## config.mk

```make
export PLATFORM = sky130hd
export DESIGN_NAME = bus_master_gen_flat
export DESIGN_NICKNAME = d
export VERILOG_FILES = /design/src/rtl/bus_master_gen_if.sv /design/src/rtl/bus_master_gen.sv /design/src/flat_wrapper.sv
export SDC_FILE = /design/constraint.sdc
export NUM_CORES = 1
export LEC_CHECK = 0
export CORE_ASPECT_RATIO = 0.75
export CORE_MARGIN = 2
export CORE_UTILIZATION = 42
export CTS_CLUSTER_SIZE = 28
export DETAILED_ROUTE_END_ITERATION = 10
export PLACE_DENSITY = 0.65
export RECOVER_POWER = 50
export SYNTH_ARGS = -nofsm -noshare
export SYNTH_HDL_FRONTEND = slang
export SYNTH_SLANG_ARGS = --single-unit
```

## constraint.sdc

```tcl
create_clock -name clk -period 4.1 [get_ports clk]
set_input_delay 0.41 -clock clk [delete_from_list [all_inputs] [get_ports clk]]
set_output_delay 0.41 -clock clk [all_outputs]
set_load 0.01 [all_outputs]
```

## src/rtl/bus_master_gen_if.sv

```systemverilog
// bus_master_gen_if: command, req/ack bus and response signals of the request master
interface bus_master_gen_if #(parameter int AW = 32, parameter int DW = 32, parameter int CW = 16);
  logic cmd_valid, cmd_ready, cmd_we;
  logic [AW-1:0] cmd_addr;
  logic [DW-1:0] cmd_wdata;
  logic master_req, master_cmd;
  logic [AW-1:0] master_addr;
  logic [DW-1:0] master_wdata;
  logic ack;
  logic [DW-1:0] slave_rdata;
  logic rsp_valid, rsp_we, rsp_err;
  logic [DW-1:0] rsp_rdata;
  logic busy;
  logic [CW-1:0] txn_cnt;
  modport master (
    input cmd_valid, cmd_we, cmd_addr, cmd_wdata, ack, slave_rdata,
    output cmd_ready, master_req, master_cmd, master_addr, master_wdata,
    output rsp_valid, rsp_we, rsp_rdata, rsp_err, busy, txn_cnt
  );
  modport slave (
    output cmd_valid, cmd_we, cmd_addr, cmd_wdata, ack, slave_rdata,
    input cmd_ready, master_req, master_cmd, master_addr, master_wdata,
    input rsp_valid, rsp_we, rsp_rdata, rsp_err, busy, txn_cnt
  );
endinterface

```

## src/rtl/bus_master_gen.sv

```systemverilog
// bus_master_gen: FIFO-fed req/ack bus master with per-transfer responses and a transfer counter.
// Define MASTER_TIMEOUT_EN to abort transfers left unacknowledged for TIMEOUT req cycles.
module bus_master_gen #(
  parameter int AW = 32,
  parameter int DW = 32,
  parameter int DEPTH = 4,
  parameter int TIMEOUT = 64,
  parameter int CW = 16
) (
  input logic clk,
  input logic rst,
  bus_master_gen_if.master bus
);
  localparam int PW = $clog2(DEPTH);
  typedef enum logic {IDLE, REQ} state_t;
  state_t state;
  logic [AW+DW:0] mem [DEPTH];
  logic [PW-1:0] wptr, rptr;
  logic [PW:0] count;
  logic [AW+DW:0] head;
  logic empty, push, pop, done, abort;
`ifdef MASTER_TIMEOUT_EN
  localparam int TW = $clog2(TIMEOUT);
  logic [TW-1:0] tcnt;
  assign abort = state == REQ && !bus.ack && tcnt == TW'(TIMEOUT - 1);
  always_ff @(posedge clk)
    if (rst || pop) tcnt <= '0;
    else if (state == REQ && !bus.ack) tcnt <= tcnt + 1'b1;
`else
  assign abort = 1'b0;
`endif
  assign empty = count == '0;
  assign bus.cmd_ready = count != (PW+1)'(DEPTH);
  assign bus.busy = !empty || bus.master_req;
  assign push = bus.cmd_valid && bus.cmd_ready;
  assign done = state == REQ && (bus.ack || abort);
  assign pop = !empty && (state == IDLE || done);
  assign head = mem[rptr];
  always_ff @(posedge clk) begin
    if (rst) begin
      state <= IDLE;
      wptr <= '0;
      rptr <= '0;
      count <= '0;
      bus.master_req <= 1'b0;
      bus.master_cmd <= 1'b0;
      bus.master_addr <= '0;
      bus.master_wdata <= '0;
      bus.rsp_valid <= 1'b0;
      bus.rsp_we <= 1'b0;
      bus.rsp_rdata <= '0;
      bus.rsp_err <= 1'b0;
      bus.txn_cnt <= '0;
    end else begin
      if (push) begin
        mem[wptr] <= {bus.cmd_we, bus.cmd_addr, bus.cmd_wdata};
        wptr <= wptr + 1'b1;
      end
      if (pop) rptr <= rptr + 1'b1;
      count <= count + (PW+1)'(push) - (PW+1)'(pop);
      bus.rsp_valid <= done;
      bus.rsp_we <= done && bus.master_cmd;
      bus.rsp_rdata <= (done && bus.ack && !bus.master_cmd) ? bus.slave_rdata : '0;
      bus.rsp_err <= done && !bus.ack;
      if (done) bus.txn_cnt <= bus.txn_cnt + 1'b1;
      if (pop) begin
        state <= REQ;
        bus.master_req <= 1'b1;
        bus.master_cmd <= head[AW+DW];
        bus.master_addr <= head[AW+DW-1:DW];
        bus.master_wdata <= head[AW+DW] ? head[DW-1:0] : '0;
      end else if (done) begin
        state <= IDLE;
        bus.master_req <= 1'b0;
      end
    end
  end
endmodule

```

## src/flat_wrapper.sv

```systemverilog
// flat-port wrapper written by rule: the top's interface ports become plain ports
module bus_master_gen_flat 
#(
  parameter int AW = 32,
  parameter int DW = 32,
  parameter int DEPTH = 4,
  parameter int TIMEOUT = 64,
  parameter int CW = 16
)
  (clk, rst, bus_cmd_valid, bus_cmd_we, bus_cmd_addr, bus_cmd_wdata, bus_ack, bus_slave_rdata, bus_cmd_ready, bus_master_req, bus_master_cmd, bus_master_addr, bus_master_wdata, bus_rsp_valid, bus_rsp_we, bus_rsp_rdata, bus_rsp_err, bus_busy, bus_txn_cnt);
  bus_master_gen_if #(.AW(AW), .DW(DW), .CW(CW)) bus_i ();
  input logic clk;
  input logic rst;
  input wire logic [$bits(bus_i.cmd_valid)-1:0] bus_cmd_valid;
  input wire logic [$bits(bus_i.cmd_we)-1:0] bus_cmd_we;
  input wire logic [$bits(bus_i.cmd_addr)-1:0] bus_cmd_addr;
  input wire logic [$bits(bus_i.cmd_wdata)-1:0] bus_cmd_wdata;
  input wire logic [$bits(bus_i.ack)-1:0] bus_ack;
  input wire logic [$bits(bus_i.slave_rdata)-1:0] bus_slave_rdata;
  output wire logic [$bits(bus_i.cmd_ready)-1:0] bus_cmd_ready;
  output wire logic [$bits(bus_i.master_req)-1:0] bus_master_req;
  output wire logic [$bits(bus_i.master_cmd)-1:0] bus_master_cmd;
  output wire logic [$bits(bus_i.master_addr)-1:0] bus_master_addr;
  output wire logic [$bits(bus_i.master_wdata)-1:0] bus_master_wdata;
  output wire logic [$bits(bus_i.rsp_valid)-1:0] bus_rsp_valid;
  output wire logic [$bits(bus_i.rsp_we)-1:0] bus_rsp_we;
  output wire logic [$bits(bus_i.rsp_rdata)-1:0] bus_rsp_rdata;
  output wire logic [$bits(bus_i.rsp_err)-1:0] bus_rsp_err;
  output wire logic [$bits(bus_i.busy)-1:0] bus_busy;
  output wire logic [$bits(bus_i.txn_cnt)-1:0] bus_txn_cnt;
  assign bus_i.cmd_valid = bus_cmd_valid;
  assign bus_i.cmd_we = bus_cmd_we;
  assign bus_i.cmd_addr = bus_cmd_addr;
  assign bus_i.cmd_wdata = bus_cmd_wdata;
  assign bus_i.ack = bus_ack;
  assign bus_i.slave_rdata = bus_slave_rdata;
  assign bus_cmd_ready = bus_i.cmd_ready;
  assign bus_master_req = bus_i.master_req;
  assign bus_master_cmd = bus_i.master_cmd;
  assign bus_master_addr = bus_i.master_addr;
  assign bus_master_wdata = bus_i.master_wdata;
  assign bus_rsp_valid = bus_i.rsp_valid;
  assign bus_rsp_we = bus_i.rsp_we;
  assign bus_rsp_rdata = bus_i.rsp_rdata;
  assign bus_rsp_err = bus_i.rsp_err;
  assign bus_busy = bus_i.busy;
  assign bus_txn_cnt = bus_i.txn_cnt;
  bus_master_gen #(.AW(AW), .DW(DW), .DEPTH(DEPTH), .TIMEOUT(TIMEOUT), .CW(CW)) u_core (.clk(clk), .rst(rst), .bus(bus_i));
endmodule
```

# Yosys cells after proc, flatten, opt, wreduce, memory -nomap -nowiden
# Memories as Yosys holds them, arrays and structs flattened. A register that Yosys moved wholly into a read port is not among the register bits.
# Index checks and enable logic that the tools add are counted.
dict set report totals {
  mem_count 1
  elab_cells 44
  ff_bits 124
  ramBits 260
  inputBits 101
}
# memory depth width read_ports rd_clocked_by_memory_dff wr line_no
set memory_table {}
lappend memory_table {u_core.mem 4 65 1 1 1 bus_master_gen.sv:17} ;# logic [AW+DW:0] mem [DEPTH];
dict set report classes {
  n_addsub 5
  n_eq_ne 1
  n_reduce_logical 15
  n_mux 8
  bitwise 2
}
# op n
set op_table {}
lappend op_table {{2-to-1 mux 32 bit} 1}
lappend op_table {{adder 16 x 1 -> 16 bit, second input constant} 1}
lappend op_table {{logical AND 1 bit} 7}
lappend op_table {{2-to-1 mux 1 bit} 5}
lappend op_table {{adder 2 x 1 -> 2 bit, second input constant} 2}
lappend op_table {{2-to-1 mux 2 bit} 2}
lappend op_table {{adder 3 x 1 -> 3 bit} 1}
lappend op_table {{zero test 1 bit} 3}
lappend op_table {{zero test 3 bit} 1}
lappend op_table {{!= test 3 bit, second input constant} 1}
lappend op_table {{subtractor 3 x 1 -> 3 bit} 1}
lappend op_table {{logical OR 1 bit} 2}
lappend op_table {{NOT 1 bit} 2}
lappend op_table {{nonzero test 2 bit} 1}
lappend op_table {{OR reduction 2 bit} 1}

# Longest topological paths before layout
dict set report logic_depth {
  word_depth 5
  ltp_mapped 12
  depth_no_buf 11
}

# Worst setup path after synthesis
# OpenSTA, ideal clock, no wires.
dict set report synth_timing {
  path_kind {register to register}
  start {register u_core.count[1]}
  end {memory u_core.mem[0][0] (netlist name), enable pin}
  path_buffers 0
  arrival_ns 2.403
  setup_ns 0.430
  slack_ns 1.267
  required_ns 3.670
  stages_incl_launch_ff 5
  path_cell_list {dfxtp_1 -> or3b_2 -> nand2_1 -> nor2_1 -> and2_1}
}
dict set report synth_via {
  elab_chain_cells 5
}
# item line_no
set synth_rtl {}
lappend synth_rtl {{start: declaration} bus_master_gen.sv:19} ;# logic [PW:0] count;
lappend synth_rtl {{start signal: assignment} bus_master_gen.sv:60} ;# count <= count + (PW+1)'(push) - (PW+1)'(pop);
lappend synth_rtl {{!= test 3 bit} bus_master_gen.sv:33} ;# assign bus.cmd_ready = count != (PW+1)'(DEPTH);
lappend synth_rtl {{via bus_cmd_ready} flat_wrapper.sv:20} ;# output wire logic [$bits(bus_i.cmd_ready)-1:0] bus_cmd_ready;
lappend synth_rtl {{logical AND 1 bit} bus_master_gen.sv:35} ;# assign push = bus.cmd_valid && bus.cmd_ready;
lappend synth_rtl {{2-to-1 mux 1 bit} bus_master_gen.sv:55} ;# if (push) begin
lappend synth_rtl {{2-to-1 mux 1 bit} bus_master_gen.sv:40} ;# if (rst) begin
lappend synth_rtl {{2-to-1 mux 1 bit (not written as such)} bus_master_gen.sv:56} ;# mem[wptr] <= {bus.cmd_we, bus.cmd_addr, bus.cmd_wdata};
lappend synth_rtl {{end: declaration} bus_master_gen.sv:17}
# The timed path passes the listed nets, and every way through them passes these cells.

# Worst setup path in the final report
dict set report layout_timing {
  start {input rst}
  end {register u_core.bus.rsp_rdata[22]}
}
dict set report layout_via {
  elab_chain_cells 1
}
# item line_no
set layout_rtl {}
lappend layout_rtl {{start: declaration} flat_wrapper.sv:13} ;# input logic rst;
lappend layout_rtl {{OR reduction 2 bit (no line)} --}
lappend layout_rtl {{end signal: assignment} bus_master_gen.sv:63} ;# bus.rsp_rdata <= (done && bus.ack && !bus.master_cmd) ? bus.slave_rdata : '0;
lappend layout_rtl {{end: declaration} bus_master_gen_if.sv:18} ;# output rsp_valid, rsp_we, rsp_rdata, rsp_err, busy, txn_cnt
# Every way passes these cells.
# A chain may end at the register's enable or synchronous reset.

==> flow_metrics.tcl <==
set metrics [dict create \
    dominantRegCellSynth "edfxtp_1" \
    route.antenna.remaining_nets 0 \
    leakagePower_nw 6.21 \
    yosys_register_bits 386 \
    io_buffer_count 219 \
    route.vias.total 7403 \
    r2r-start "u_core.count[1]" \
    num_io_pins 220 \
    seqCellArea_um2 10300 \
    failed_checks "capacitance limit, slew limit" \
    timing.fmax_ghz 0.324 \
    final_cycle_share 0.753 \
    floorplan.initialDensity 0.425 \
    finalNetCount 1140 \
    finalHoldViolCount 0 \
    wl_per_cell_um 19.0 \
    dieHeight_um 160 \
    power.density_nw_per_um2 614 \
    fp.coreArea_um2 32200 \
    worstSkewPairLatency_ns 0.53 \
    layout.core_utilization 0.550 \
    synth_warnings 0 \
    whs_path_depth 2 \
    timing.clock.skew_ns 0.0209 \
    timing.critical_path.mode_cell "clkbuf_1" \
    post_cts_resized 0 \
    yosys.area.top_type "edfxtp_1" \
    dr.pass1.iters 5 \
    rows 57 \
    timing.rr.end "u_core.bus.master_addr[16]" \
    timing.critical_path.from_type "input port" \
    yosysSeqAreaShare 0.754 \
    full_die_area_um2 34100 \
    viasPerCell 4.93 \
    synth_async_sr_flop_share 0 \
    timing.setup.critical_path_class "input port to register" \
    hold_path.startpoint "rst" \
    critical_path.endpoint_type "register" \
    tritoncts_clock_tree "built" \
    grt_pass1_wl_um 44400 \
    filler_cell_count 2582 \
    gp_congestion 0.720 \
    timing.critical_path.arrival_ns 3.49 \
    synthesis.area_um2 13700 \
    drc 0 \
    timing.final.setup_violations 0 \
    ctsLongestPathBuffers 3 \
    net_count_synth 903 \
    grt_remaining_overflow 0 \
    yosys.area.top_type_share 0.570 \
    die_width_um 213 \
    critPathMaxFanout 55 \
    yosys.cell_types.count 39 \
    timing.critical_path.cells "clkbuf_1 > clkbuf_1 > nor3_2 > buf_4 > and2_0" \
    grt_setup_unrepaired "false" \
    fin_setup_tns_ns 0 \
    synth.avg_cell_area_um2 17.3 \
    synth_most_common_cell "edfxtp_1" \
    slew_viol_final 90 \
    clock-root-buffer "clkbuf_16" \
    syn_to_final_growth_pct 29.4 \
    post_synth_inst_count 794 \
    ctsHtreeMaxLevel 2 \
    clock_sink_count 386 \
    whs_endpoint "u_core.bus.master_addr[20]" \
    status "finished, violations left" \
    cp_slowest_cell "clkbuf_1" \
    slew_headroom -0.811 \
    dr.first_iter.drc_count 425 \
    worst_voltage_drop_across_the_vdd_grid_mv 0.322 \
    worstHoldPathType "input port to register" \
    fraction_of_layout_instances_using_a_drive_strength_above_1 0.140 \
    track_usage 0.171 \
    route.final.wire_length_um 28600 \
    worst_r2r_path_depth 5 \
    grt_start_max_net_pins 66 \
    required_ns 4.51 \
    cts.hold.buffers_added 0 \
    synth_enable_flop_cells 260 \
    synthTopCellsByArea "edfxtp_1 (57%), dfxtp_1 (18%), mux4_2 (11%)" \
    r2r_setup_slk_ns 1.43 \
    number_of_antenna_violations_at_the_first_check_in_global_routing 2 \
    tritoncts.num_buffers 39 \
    via_count_of_the_first_global_routing_pass 7668 \
    worst_path_largest_cell_delay_ns 1.99 \
    hpwl_um 17500 \
    multiInputGateArea_um2 3060 \
    yosys-top-cells-count "edfxtp_1 (260), dfxtp_1 (126), nand2_1 (75)" \
    final_period_minus_worst_setup_slack_ns 3.09 \
    maxCapViolations 2 \
    post-cts-setup-buffers 0 \
    clk_transition_reported_paths_ns 0.06 \
    tightestPinTransition_ns 2.72 \
]
==> final cells by class <==
cell class              count  share of cell area
flip-flops and latches    386               0.583
multi-input cells         331               0.173
repair buffers            233               0.129
clock buffers              51              0.0623
well taps                 442              0.0312
clock inverters            18              0.0135
inverters                  40             0.00847
diodes                      1            0.000141
==> layer usage <==
| metal | routed length (um) | GRT usage |
|---|---|---|
| met2 | 13700 | 0.270 |
| met1 | 13100 | 0.243 |
| met4 | 431 | 0.0397 |
| met3 | 1430 | 0.0389 |
| met5 | 0 | 0 |
==> cells in the final DEF, fill, tap and decap left out, types with 5 or more instances in the layout <==
master and count:
nand3_1 7, and2_0 9, clkbuf_1 10, o2bb2ai_1 32, clkinv_2 5, edfxtp_1 260, clkdlybuf4s50_1 87, clkbuf_16 42
a21oi_1 40, mux4_2 65, dlygate4sd3_1 131, clkinv_1 5, nor2_1 20, dfxtp_1 124, nand2_1 76, xor2_1 9
xnor2_1 7, bufinv_16 6, and2_1 24, inv_1 39, ha_1 7, buf_4 12
==> worst max path at each step <==
stage / start / endpoint / slack, ns / cells past startpoint
global placement: bus_ack / u_core.count[2] / 1.22 / 12
detailed placement: bus_ack / u_core.count[2] / 1.18 / 12
CTS: u_core.count[1] / u_core.count[2] / 1.60 / 11
floorplan: u_core.count[1] / u_core.mem[0][0] / 1.27 / 4
finish: rst / u_core.bus.rsp_rdata[22] / 1.01 / 5
global route: rst / u_core.bus.rsp_rdata[22] / 0.75 / 5
==> power by group <==
group | switching [W] | internal, W
clock | 0.00143 | 0.00227
sequential | 0.000299 | 0.00460
combinational | 0.00113 | 0.00115
==> cells by family (layout without fill, tap and decap cells) <==
group                    after synthesis  in the layout  synth area share
flip-flops                           386            386             0.754
AND/OR/NAND/NOR                      165            165            0.0602
buffers and inverters                 77            342            0.0241
AO/OA/AOI/OAI                         76             76            0.0370
multiplexers                          65             65             0.107
XOR/XNOR                              16             16            0.0102
adder cells (fa/ha/maj)                8              8           0.00785
other                                  1              2          0.000274
==> flip-flops by register name, indices dropped and copies added, names as in the netlist, named ones only <==
name,cells
u_core.bus.rsp_err,1
u_core.rptr,2
u_core.mem,260
u_core.state,1
u_core.count,3
u_core.bus.rsp_we,1
u_core.bus.rsp_valid,1
u_core.bus.master_cmd,1
u_core.bus.master_wdata,32
u_core.wptr,2
u_core.bus.rsp_rdata,32
u_core.bus.master_addr,32
u_core.bus.txn_cnt,16
==> per-stage QoR <==
step | hold slack [ns] | instance area, um2 | std cells | worst slack [ns] | total power (W)
floorplan | 0.469 | 13700 | 794 | 1.27 | 0.00633
global placement | 0.442 | 16400 | 1432 | 1.22 | 0.00734
detailed placement | 0.447 | 16400 | 1432 | 1.18 | 0.00739
CTS | 0.224 | 17700 | 1501 | 1.60 | 0.0111
global route | 0.418 | 17700 | 1501 | 0.752 | 0.0114
finish | 0.424 | 17700 | 1502 | 1.01 | 0.0109
==> critical path, delay by kind of cell <==
kind	cells	cell delay [ns]
and+or+nand+nor	2	0.25
buffers and inverters	3	2.82
No activity file was read; power rests on OpenSTA's default activity.
